$ cat src/rtl/gate_chk_pkg.sv
// Shared definitions for the gate-test response checker: FSM encoding and settle counter width.
package gate_chk_pkg;
    localparam int SET_W = 4;

    typedef enum logic [1:0] {
        ST_IDLE = 2'd0,
        ST_RUN  = 2'd1,
        ST_DONE = 2'd2
    } state_t;
endpackage

$ cat src/rtl/xnor_resp_checker_settle_timer.sv
// Down-counter that measures how long the current input vector has been stable.
module settle_timer
    import gate_chk_pkg::*;
(
    input  logic             clk,
    input  logic             rst,
    input  logic             load,
    input  logic [SET_W-1:0] ld_val,
    output logic             expired
);

    logic [SET_W-1:0] cnt_q;

    // Free-running between loads; every entry to checking reloads it, so idling is harmless.
    always_ff @(posedge clk) begin
        if (rst) begin
            cnt_q <= '0;
        end else if (load) begin
            cnt_q <= ld_val;
        end else if (cnt_q != '0) begin
            cnt_q <= cnt_q - 1'b1;
        end
    end

    assign expired = (cnt_q == '0);

endmodule

$ cat config.mk
export PLATFORM = sky130hd
export DESIGN_NAME = settle_timer
export DESIGN_NICKNAME = d
export VERILOG_FILES = /design/src/rtl/gate_chk_pkg.sv /design/src/rtl/xnor_resp_checker_settle_timer.sv
export SDC_FILE = /design/constraint.sdc
export NUM_CORES = 1
export LEC_CHECK = 0
export CORE_AREA = 2 2 39 41
export DETAILED_ROUTE_END_ITERATION = 8
export DIE_AREA = 0 0 41 43
export PLACE_DENSITY = 0.44
export RECOVER_POWER = 50
export SLEW_MARGIN = 30
export SYNTH_ARGS = -nofsm -noshare
export SYNTH_HDL_FRONTEND = slang
export SYNTH_SLANG_ARGS = --single-unit
$ cat constraint.sdc
create_clock -name clk -period 3.3 [get_ports clk]
set_input_delay 0.495 -clock clk [delete_from_list [all_inputs] [get_ports clk]]
set_output_delay 0.495 -clock clk [all_outputs]
set_load 0.02 [all_outputs]
**Word-level counts from Yosys, hierarchy flattened**

Cells that the tools add are included.

- Output and inout port bits: 1
- Bits in registers: 4
- Input bits: 7
- Word-level logic and storage cells: 7

- Mux-type cells: 2
- Add/sub/neg operators: 1
- Reduce and logical (&&, ||, !) cells: 3

Operators with widths:

| kind | number |
|---|---|
| $mux W4 | 2 |
| $logic_not A4 Y1 | 1 |
| $reduce_bool A4 Y1 | 1 |
| $sub A4 B1 Y4 const B | 1 |
| $reduce_bool A2 Y1 | 1 |

**Longest topological paths before layout**

- Word-level depth: 3
- Gate-level depth with buffers: 5

**Worst setup path before layout**

No wires, ideal clock.

- Path type: reg2reg
- From: register cnt_q[0]
- To: register cnt_q[1]
- Arrival: 1.380 ns
- Cell stages (with the launch flop): 6
- Clock period less this slack: 1.454 ns
- Required time: 3.225 ns
- Buffers on the path: 0
- Setup slack: 1.846 ns
- Cell sequence: dfxtp_1 -> inv_1 -> ha_1 -> nor3b_4 -> mux2_2 -> o22ai_1

- Cells in the longest elaborated chain, start to end: 3

Ends and longest elaborated chain:

| item | line | text |
|---|---|---|
| from (decl) | xnor_resp_checker_settle_timer.sv:12 | `logic [SET_W-1:0] cnt_q;` |
| from (signal assigned) | xnor_resp_checker_settle_timer.sv:19 | `cnt_q <= ld_val;` |
| from (signal assigned) | xnor_resp_checker_settle_timer.sv:21 | `cnt_q <= cnt_q - 1'b1;` |
| $sub A4 B1 Y4 | xnor_resp_checker_settle_timer.sv:21 |  |
| $mux W4 | xnor_resp_checker_settle_timer.sv:20 | `end else if (cnt_q != '0) begin` |
| $mux W4 | xnor_resp_checker_settle_timer.sv:18 | `end else if (load) begin` |

Several ways; a longest one is shown, not always the timed one. The select of a mux whose other input is x is not followed.
A chain may end at the register's enable or synchronous reset.

**Worst setup path after layout**

- From: register cnt_q[0]
- To: output port expired

- Cells in the longest elaborated chain, start to end: 1

Ends and longest elaborated chain:

| item | line | text |
|---|---|---|
| $logic_not A4 Y1 | xnor_resp_checker_settle_timer.sv:25 | `assign expired = (cnt_q == '0);` |
| to (decl) | xnor_resp_checker_settle_timer.sv:9 | `output logic expired` |

No other way between the ends.

==> flow_metrics.tcl <==
set metrics [dict create \
    outcome "complete, no violations" \
    h-tree-depth 1 \
    cts_setup_buffers 0 \
    combPwrFrac_pct 30.6 \
    drt_first_iter_violations 0 \
    p_clk_share_pct 34.8 \
    io_buffers 7 \
    seq_power_share_pct 34.5 \
    cts_root_buf "clkbuf_4" \
    cp_max_fo 4 \
    grt_setup_unrepaired "no" \
    endpoint "expired" \
    synth_edf_count 0 \
    p_sw_uw 46.12 \
    setup.worst_path.start_class "register" \
    ys_ff_latch 4 \
    yosysTopAreaCell "dfxtp_1" \
    grt_pass1_wl_um 738 \
    slowest_stage "clkdlybuf4s50_1" \
    core_area_um2 1384 \
    tns_ns 0 \
    worst_pin_slew_ns 0.5954 \
    netlist.area_leader.share_pct 34.97 \
    postCtsHoldBufs 0 \
    start_util_pct 16.55 \
    setup-violations-final 0 \
    num_vias 197 \
    vias_per_cell 3.940 \
    antenna_found_initial 0 \
    synth_nets 32 \
    synthDistinctLibCells 14 \
    r2r_end "cnt_q[1]" \
    yosys_most_used_dff "dfxtp_1" \
    first_pass_iters 1 \
    rows 14 \
    dieArea_um2 1763 \
    ff2ff_path_depth 5 \
    grt_max_degree 7 \
    startpoint "cnt_q[0]" \
    syn_inst 24 \
    synth.area.top_cells "dfxtp_1, nor3b_4, xnor2_1" \
    fill_cells 156 \
    dp_hpwl_um 383 \
    switching_share_pct 26.89 \
    nNetsFinal 44 \
    yosysSeqAreaShare_pct 34.97 \
    max_freq_ghz 0.3902 \
    syn_avg_cell_area_um2 9.540 \
    first_global_vias 193 \
    r2r_slack_ns 1.59 \
    drv_cap 0 \
    max-slew-margin-rel_pct 60.22 \
    drc 0 \
    finalClockSkew_ns 0.003813 \
    drt-wirelength-per-cell_um 9.860 \
    ant_nets 0 \
    cts_buffer_depth 2 \
    synth-async-reset-ratio_pct 0 \
    min_period_ns 2.563 \
    ir_drop_mv 0.1851 \
    utilization_pct 23.87 \
    io_pins 8 \
    wirelength_um 493 \
    grtUsageMet3_pct 3.141 \
    top_usage_layer "met2" \
    numCtsBuffers 3 \
    post-route-period-util_pct 77.65 \
    place.gp.congestion 0.7368 \
    diodes 0 \
    track_usage_pct 7.035 \
    die_h_um 43 \
    ys_warn_count 0 \
    grtUsageMet2_pct 8.750 \
    clock_latency_ns 0.23 \
    worstSetupPathType "reg -> out" \
    p_leak_uw 0.0001240 \
    drive_above_1_share_pct 20.59 \
    cts.sinks 4 \
    critPathArrivalTime_ns 2.07 \
    reg2reg_from "cnt_q[0]" \
    crit_path_end_kind "output port" \
    areaGrowthSynthToFinish_pct 44.26 \
    cp_cell_sequence "inv_1 > ha_1 > nor3b_1 > clkdlybuf4s50_1" \
    die_width_um 41 \
    largest_register "cnt_q" \
    finalHoldViolations 0 \
    yosysMostFrequentCell "dfxtp_1" \
    synth_commonest_cells "dfxtp_1, nand2_1" \
    hold_path.class "reg -> reg" \
    cp_data_required_time_ns 2.80 \
    use_met1_pct 7.742 \
    finalMaxSlewViolations 0 \
    cts.repair.resized 0 \
    clk_pin_slew_ns 0.04 \
    cp_slowest_stage_delay_ns 0.72 \
    power.internal_uw 125.4 \
    grt-ovfl-total 0 \
    largest_reg_flops 4 \
    tritoncts "yes" \
    p_per_area_nw_per_um2 519.3 \
    reg_top3 "cnt_q: 4 flops" \
    synth.cell_area_um2 229.0 \
]
[worst max-delay path, delay by kind of cell (launching register included)]
| family | cells | cell delay, ns |
|---|---|---|
| buffers and inverters | 2 | 0.81 |
| AND/OR/NAND/NOR | 1 | 0.52 |
| adder cells (fa/ha/maj) | 1 | 0.19 |
| flip-flops | 1 | 0.31 |
[worst min-delay path by stage]
stage	from	endpoint	slack, ns	depth (start not counted)
3_5_place_dp	cnt_q[0]	cnt_q[0]	0.63	3
4_1_cts	cnt_q[3]	cnt_q[3]	0.63	2
3_3_place_gp	cnt_q[0]	cnt_q[0]	0.60	3
6_report	cnt_q[3]	cnt_q[3]	0.61	2
2_1_floorplan	rst	cnt_q[2]	0.57	1
5_1_grt	cnt_q[3]	cnt_q[3]	0.64	2
[power by group through the flow]
stage / clock, µW / combinational [µW] / sequential [µW]
2_1_floorplan: 0 / 38.0 / 60.1
3_3_place_gp: 0 / 54.4 / 61.0
3_5_place_dp: 0 / 56.8 / 61.1
4_1_cts: 63.2 / 57.1 / 60.4
5_1_grt: 65.0 / 59.1 / 59.6
6_report: 59.7 / 52.6 / 59.3
[per-stage QoR]
stage	hold slack (ns)	setup WS [ns]	cell area, µm²	power, µW	cells
after floorplan	0.5743	1.846	229.0	98.14	24
after global placement	0.6041	1.319	319.1	115.4	47
after detailed placement	0.6260	1.257	319.1	117.9	47
after CTS	0.6344	0.9980	341.6	180.7	50
after global routing	0.6391	0.5350	330.3	183.7	50
final	0.6105	0.7375	330.3	171.5	50
[cell families after synthesis]
group           synth area share (%)
simple gates                   34.43
mux                            4.918
fa+ha+maj                      5.464
flops                          34.97
buf+inv                        3.280
compound gates                 9.289
xor+xnor                       7.652
[cell type report]
cell class / instances / area (µm²) / share of cell area [%]
multi-input combinational: 18 / 130.1 / 39.39
sequential: 4 / 80.08 / 24.24
timing repair buffer: 7 / 70.07 / 21.21
clock buffer: 3 / 22.52 / 6.818
tap: 16 / 20.02 / 6.061
inverter: 2 / 7.507 / 2.273
[cell usage in the layout (no fill, tap or decap), types with 2 or more instances in the layout]
cell / netlist / routed
clkdlybuf4s50_1: 0 / 7
dfxtp_1: 4 / 4
nand2_1: 3 / 3
clkbuf_4: 0 / 3
inv_1: 2 / 2
xnor2_1: 2 / 2
o22ai_1: 2 / 2
nor2b_1: 2 / 2
nor3_1: 2 / 2
[routing by layer]
metal | vias to the layer above | share of wire (%)
li1 | 104 | -
met1 | 85 | 49
met2 | 8 | 40
met3 | 0 | 10
met4 | 0 | 0
met5 | - | 0
(Power assumes the default switching activity.)
